### src/rtl/pmp_arbiter.sv
// Round-robin arbiter sharing one PMP checker between the I and D requesters.
// Each accepted request is held, checked for one cycle, then returned as a response.
module pmp_arbiter #(
  parameter int PA_BITS = 56
) (
  input  logic               clk,
  input  logic               reset_n,
  input  logic               IReqValid,
  output logic               IReqReady,
  input  logic [PA_BITS-1:0] IAdr,
  input  logic [1:0]         ISize,
  input  logic               DReqValid,
  output logic               DReqReady,
  input  logic [PA_BITS-1:0] DAdr,
  input  logic [1:0]         DSize,
  input  logic               DWrite,
  input  logic [1:0]         PrivilegeModeW,
  input  logic               Flush,
  output logic               RespValid,
  input  logic               RespReady,
  output logic               RespId,
  output logic               RespFault,
  output logic [PA_BITS-1:0] ChkAdr,
  output logic [1:0]         ChkSize,
  output logic [1:0]         ChkPriv,
  output logic               ChkExecute,
  output logic               ChkRead,
  output logic               ChkWrite,
  input  logic               ChkInstrFault,
  input  logic               ChkLoadFault,
  input  logic               ChkStoreFault
);

  typedef enum logic [1:0] {
    IDLE  = 2'd0,
    CHECK = 2'd1,
    RESP  = 2'd2
  } state_e;

  state_e             state_q;
  logic               last_q;
  logic [PA_BITS-1:0] adr_q;
  logic [1:0]         size_q;
  logic [1:0]         priv_q;
  logic               id_q;
  logic               wr_q;
  logic               fault_q;

  logic idle_ok;
  logic gnt_i;
  logic gnt_d;
  logic fault_sel;
  logic in_chk;

  // Readies are held low while reset is asserted.
  assign idle_ok = reset_n & (state_q == IDLE) & ~Flush;
  assign gnt_d   = idle_ok & DReqValid
                 & (~IReqValid | ~last_q);
  assign gnt_i   = idle_ok & IReqValid
                 & (~DReqValid | last_q);

  assign IReqReady = gnt_i;
  assign DReqReady = gnt_d;

  assign in_chk     = (state_q == CHECK);
  assign ChkExecute = in_chk & ~id_q;
  assign ChkWrite   = in_chk & id_q & wr_q;
  assign ChkRead    = in_chk & id_q & ~wr_q;

  assign ChkAdr  = adr_q;
  assign ChkSize = size_q;
  assign ChkPriv = priv_q;

  assign RespValid = (state_q == RESP);
  assign RespId    = id_q;
  assign RespFault = fault_q;

  always_comb begin
    fault_sel = 1'b0;
    unique case (1'b1)
      ~id_q:        fault_sel = ChkInstrFault;
      id_q & wr_q:  fault_sel = ChkStoreFault;
      default:      fault_sel = ChkLoadFault;
    endcase
  end

  always_ff @(posedge clk or negedge reset_n) begin
    if (!reset_n) begin
      state_q <= IDLE;
      last_q  <= 1'b0;
      adr_q   <= '0;
      size_q  <= '0;
      priv_q  <= '0;
      id_q    <= 1'b0;
      wr_q    <= 1'b0;
      fault_q <= 1'b0;
    end else begin
      unique case (state_q)
        IDLE: begin
          if (gnt_i | gnt_d) begin
            adr_q   <= gnt_d ? DAdr : IAdr;
            size_q  <= gnt_d ? DSize : ISize;
            priv_q  <= PrivilegeModeW;
            id_q    <= gnt_d;
            wr_q    <= gnt_d & DWrite;
            last_q  <= gnt_d;
            state_q <= CHECK;
          end
        end
        CHECK: begin
          fault_q <= fault_sel;
          state_q <= Flush ? IDLE : RESP;
        end
        RESP: begin
          if (Flush | RespReady)
            state_q <= IDLE;
        end
        default: state_q <= IDLE;
      endcase
    end
  end

endmodule

### config.mk
export PLATFORM = sky130hd
export DESIGN_NAME = pmp_arbiter
export DESIGN_NICKNAME = d
export VERILOG_FILES = /design/src/rtl/pmp_arbiter.sv
export SDC_FILE = /design/constraint.sdc
export NUM_CORES = 1
export LEC_CHECK = 0
export BUFFER_PORTS_ARGS = -buffer_cell sky130_fd_sc_hd__buf_2
export CORE_MARGIN = 3
export CORE_UTILIZATION = 42
export CTS_CLUSTER_SIZE = 25
export DETAILED_ROUTE_END_ITERATION = 7
export PLACE_DENSITY = 0.8
export SETUP_SLACK_MARGIN = 0.5
export SLEW_MARGIN = 25
export SYNTH_ARGS = -nofsm -noshare
export SYNTH_HDL_FRONTEND = slang
export SYNTH_SLANG_ARGS = --single-unit
### constraint.sdc
create_clock -name clk -period 2.54 [get_ports clk]
set_clock_uncertainty 0.15 [all_clocks]
set_input_delay 0.127 -clock clk [delete_from_list [all_inputs] [get_ports clk]]
set_output_delay 0.127 -clock clk [all_outputs]
set_load 0.01 [all_outputs]
==> out/qor.txt, run 1 <==
Status: aborted with a tool error
Last stage: clock tree synthesis (4_1_cts)
Error msg: [ERROR RSZ-0060] Max buffer count reached.
Leading area contributor after synthesis: dfrtp_1
CTS H-tree depth: 3
CTS Buf Count: 9
Syn nets: 369
Post-CTS Hold Buffers: 106
Yosys top cell area share: 0.539
IO Port Bufs: 195
IO Count: 196
Post-CTS Setup Inserts: 0
Unique cell type count in the Yosys netlist: 25
Resized Gates After CTS: 1
Die Ht: 90.8 um
Die X: 90.8 um
Final GP Congestion: 0.843
Number of cell rows: 30
Post-Synthesis Cells: 241
Syn_area_per_cell: 12.5 sq um
Seq/Total Area, Yosys: 0.539
Area contributors post-synth: dfrtp_1 54%, a2bb2oi_1 17%, o32ai_1 17%, clkbuf_1 2.5%, buf_6 2.2%
Post-Syn Area: 3020 sq um
Initial core utilization: 0.440
Sink Count: 65
Synth Flop Type: dfrtp_1
Post-synth EDFFs: 0
Clock tree buffer depth: 2
Top cells by count, synth: 65 x dfrtp_1, 58 x a2bb2oi_1, 58 x o32ai_1, 20 x clkbuf_1, 6 x buf_6
#FFs+latches synth: 65
Root buffer cell: clkbuf_8
Most frequent cell after synthesis: dfrtp_1
Detail Placement HPWL: 6.47 mm
Synth async-reset ratio: 1.00
Yosys Warn Count: 0
per-stage QoR:
stage	util	setup slack, ns	area, sq um	instances
floorplan	-	0.761	3020	241
global placement	0.586	0.651	4030	509
detailed placement	0.586	0.615	4030	509
kinds of logic after synthesis:
| logic type | Yosys count | synth area share |
|---|---|---|
| buf+inv | 36 | 0.0634 |
| compound gates | 123 | 0.353 |
| simple gates | 14 | 0.0344 |
| flops | 65 | 0.539 |
| mux | 3 | 0.0108 |
==> inputs of run 2 (changes only) <==
--- a/config.mk
+++ b/config.mk
@@ -7,11 +7,9 @@
 export LEC_CHECK = 0
 export BUFFER_PORTS_ARGS = -buffer_cell sky130_fd_sc_hd__buf_2
 export CORE_MARGIN = 3
-export CORE_UTILIZATION = 42
-export CTS_CLUSTER_SIZE = 25
+export CORE_UTILIZATION = 30
 export DETAILED_ROUTE_END_ITERATION = 7
-export PLACE_DENSITY = 0.8
-export SETUP_SLACK_MARGIN = 0.5
+export PLACE_DENSITY_LB_ADDON = 0.15
 export SLEW_MARGIN = 25
 export SYNTH_ARGS = -nofsm -noshare
 export SYNTH_HDL_FRONTEND = slang
==> run 2 against run 1 <==
Net effect:
- the run now ends clean
- area after synthesis stayed put
- synthesized cell count stayed put
==> out/qor.txt, run 2 <==
Syn_area_per_cell: 12.5 sq um
Largest net degree at the start of global routing: 66
Root buffer cell: clkbuf_8
Area growth, synth to finish: 74.1%
Routed wire length: 10.6 mm
Vias in the first global route: 3412
Post-Synthesis Cells: 241
Post-Syn Area: 3020 sq um
Comb power frac: 0.362
Sequential Power Share: 0.407
Number of cell rows: 35
Worst skew pair latency: 0.32 ns
PnR Total Power: 3510 uW
Die Ht: 106 um
Unique cell type count in the Yosys netlist: 25
Initial antenna violation count: 0
Area contributors post-synth: dfrtp_1 54%, a2bb2oi_1 17%, o32ai_1 17%, clkbuf_1 2.5%, buf_6 2.2%
Synth Flop Type: dfrtp_1
Max Cap Viol: 0
Most frequent cell after synthesis: dfrtp_1
Final total negative setup slack: 0 ns
Leakage dissipation: 0.00240 uW
CTS H-tree depth: 3
Detail Placement HPWL: 6.75 mm
Minimum clock period: 2.40 ns
Period utilisation layout: 0.943
Max-slew violations: 0
TritonCTS clock tree: done
IO Count: 196
#FFs+latches synth: 65
FF-to-FF path depth: 5
Crit path cell chain: dlygate4sd3_1 > buf_2 > inv_2 > o32ai_1 > dlygate4sd3_1 > a2bb2oi_1
Diodes inserted: 0
Leading area contributor after synthesis: dfrtp_1
Top cells by count, synth: 65 x dfrtp_1, 58 x a2bb2oi_1, 58 x o32ai_1, 20 x clkbuf_1, 6 x buf_6
Share of cells above drive strength 1: 0.427
CP max-delay cell: inv_2
HP Class: primary input to flip-flop
GRT Util Overall: 0.183
Most common library cell in the layout ignoring fill and taps: buf_2
CP Launch Point: IReqValid
Sink Count: 65
Synth async-reset ratio: 1.00
CP Capture Point: ChkAdr[38]
Achievable frequency: 0.417 GHz
DRC viols: 0
Yosys Warn Count: 0
Status: finished, final reports clean
Final GP Congestion: 0.719
Number of flip-flops under the largest register name: 56
Nets: 651
Worst-path clk slew: 0.07 ns
First-pass GRT wire length: 16.7 mm
Final hold vios: 0
Crit end category: flip-flop
Critical R2R Launch: RespId
Worst reg2reg path endpoint: ChkAdr[38]
Gr ovfl total: 0
Actual slew at the worst max-slew pin: 0.924 ns
Pwr dens: 668 nW/um^2
Clock tree buffer depth: 2
Clock power share: 0.231
Final setup violation count: 0
Most used cell, CP: dlygate4sd3_1
Worst IR Drop VDD: 252 uV
IO Port Bufs: 195
Worst slew margin: 0.384
Setup crit start kind: primary input
Drt wl/cell: 16.2 um
Yosys top cell area share: 0.539
Core ar.: 9500 sq um
Antenna viol nets, final: 0
Switching Power: 1100 uW
Syn nets: 369
Most frequent cells in the layout: 195 x buf_2, 100 x dlygate4sd3_1, 65 x dfrtp_1
Seq/Total Area, Yosys: 0.539
DR iter-0 viols: 149
Delay of the slowest critical-path stage: 0.65 ns
Internal power: 2420 uW
Crit-path max FO: 59
R2R Setup Slk: 0.18 ns
RSZ-0062 raised after global routing: false
Worst Path Required: 2.64 ns
DIE AREA: 11300 sq um
CTS Buf Count: 9
Filler cells: 845
Vias/cell: 5.08
Initial core utilization: 0.318
Pre-Repair DR Iteration Count: 4
Die X: 106 um
Worst Path Arrival: 2.49 ns
Worst Setup Path Type: primary input to flip-flop
Vias: 3332
Sw frac: 0.312
Post-synth EDFFs: 0
==> run 2: cell counts after synthesis <==
Identical to the previous run, type by type.
==> run 2: routing by layer <==
metal / track usage / wire (um) / up-vias
met4: 0.0657 / 185 / 0
met2: 0.320 / 5460 / 144
met1: 0.223 / 4350 / 1593
met3: 0.0389 / 650 / 20
li1: - / - / 1575
met5: 0 / 0 / -
==> run 2: worst max-delay path: cells and delay by family <==
family                 cells  cell delay, ns
buffers and inverters      4            1.94
AOI/OAI and AO/OA          2            0.38
==> run 2: how the worst min path moves through the flow <==
| stage | start | endpoint | slack, ns | cells past startpoint |
|---|---|---|---|---|
| after floorplan | reset_n | ChkAdr[0] | -0.32 | 0 |
| after global placement | DWrite | wr_q | 0.19 | 2 |
| after detailed placement | DWrite | wr_q | 0.20 | 2 |
| after CTS | IAdr[20] | ChkAdr[20] | 0.001 | 3 |
| after global routing | IAdr[44] | ChkAdr[44] | 0.0006 | 3 |
| final | IAdr[14] | ChkAdr[14] | 0.01 | 3 |
==> run 2: area by class of cell <==
cell class                      count  area, sq um  area share
Clock inverter                      4         45.0     0.00857
Tap cell                          129          161      0.0307
Sequential cell                    65         1630       0.309
Clock buffer                       11          131      0.0250
Timing Repair Buffer              304         2060       0.391
Inverter                            3         11.3     0.00214
Multi-Input combinational cell    140         1220       0.233
==> run 2: metrics by stage <==
stage	instances	util	worst slack, ns	hold WS (ns)	area, sq um
after floorplan	241	-	0.761	-0.319	3020
after global placement	541	0.429	0.644	0.187	4070
after detailed placement	541	0.429	0.570	0.198	4070
after CTS	655	0.552	0.0675	0.00108	5240
after global routing	656	0.553	0.00913	0.000611	5260
final	656	0.553	0.144	0.0141	5260
==> run 2: repair_timing <==
item                                   CTS  global route
setup buffers                            0             0
setup endpoints to repair                0            29
resized for setup                        0             1
hold buffers                            99             1
endpoints found under the hold margin  124             1
==> run 2: power groups by stage <==
stage	clock network (uW)	registers (uW)	logic, uW
finish	812	1430	1270
global route	897	1460	1370
CTS	848	1430	1270
detailed placement	0	1440	1090
global placement	0	1450	1060
floorplan	0	1540	490
==> run 2: logic make-up (layout without fill, tap and decap cells) <==
logic type             after synthesis  in the layout  synth area share
AOI/OAI and AO/OA                  123            123             0.353
buffers and inverters               36            322            0.0634
DFF                                 65             65             0.539
muxes                                3              3            0.0108
and+or+nand+nor                     14             14            0.0344
(Power assumes the default switching activity.)
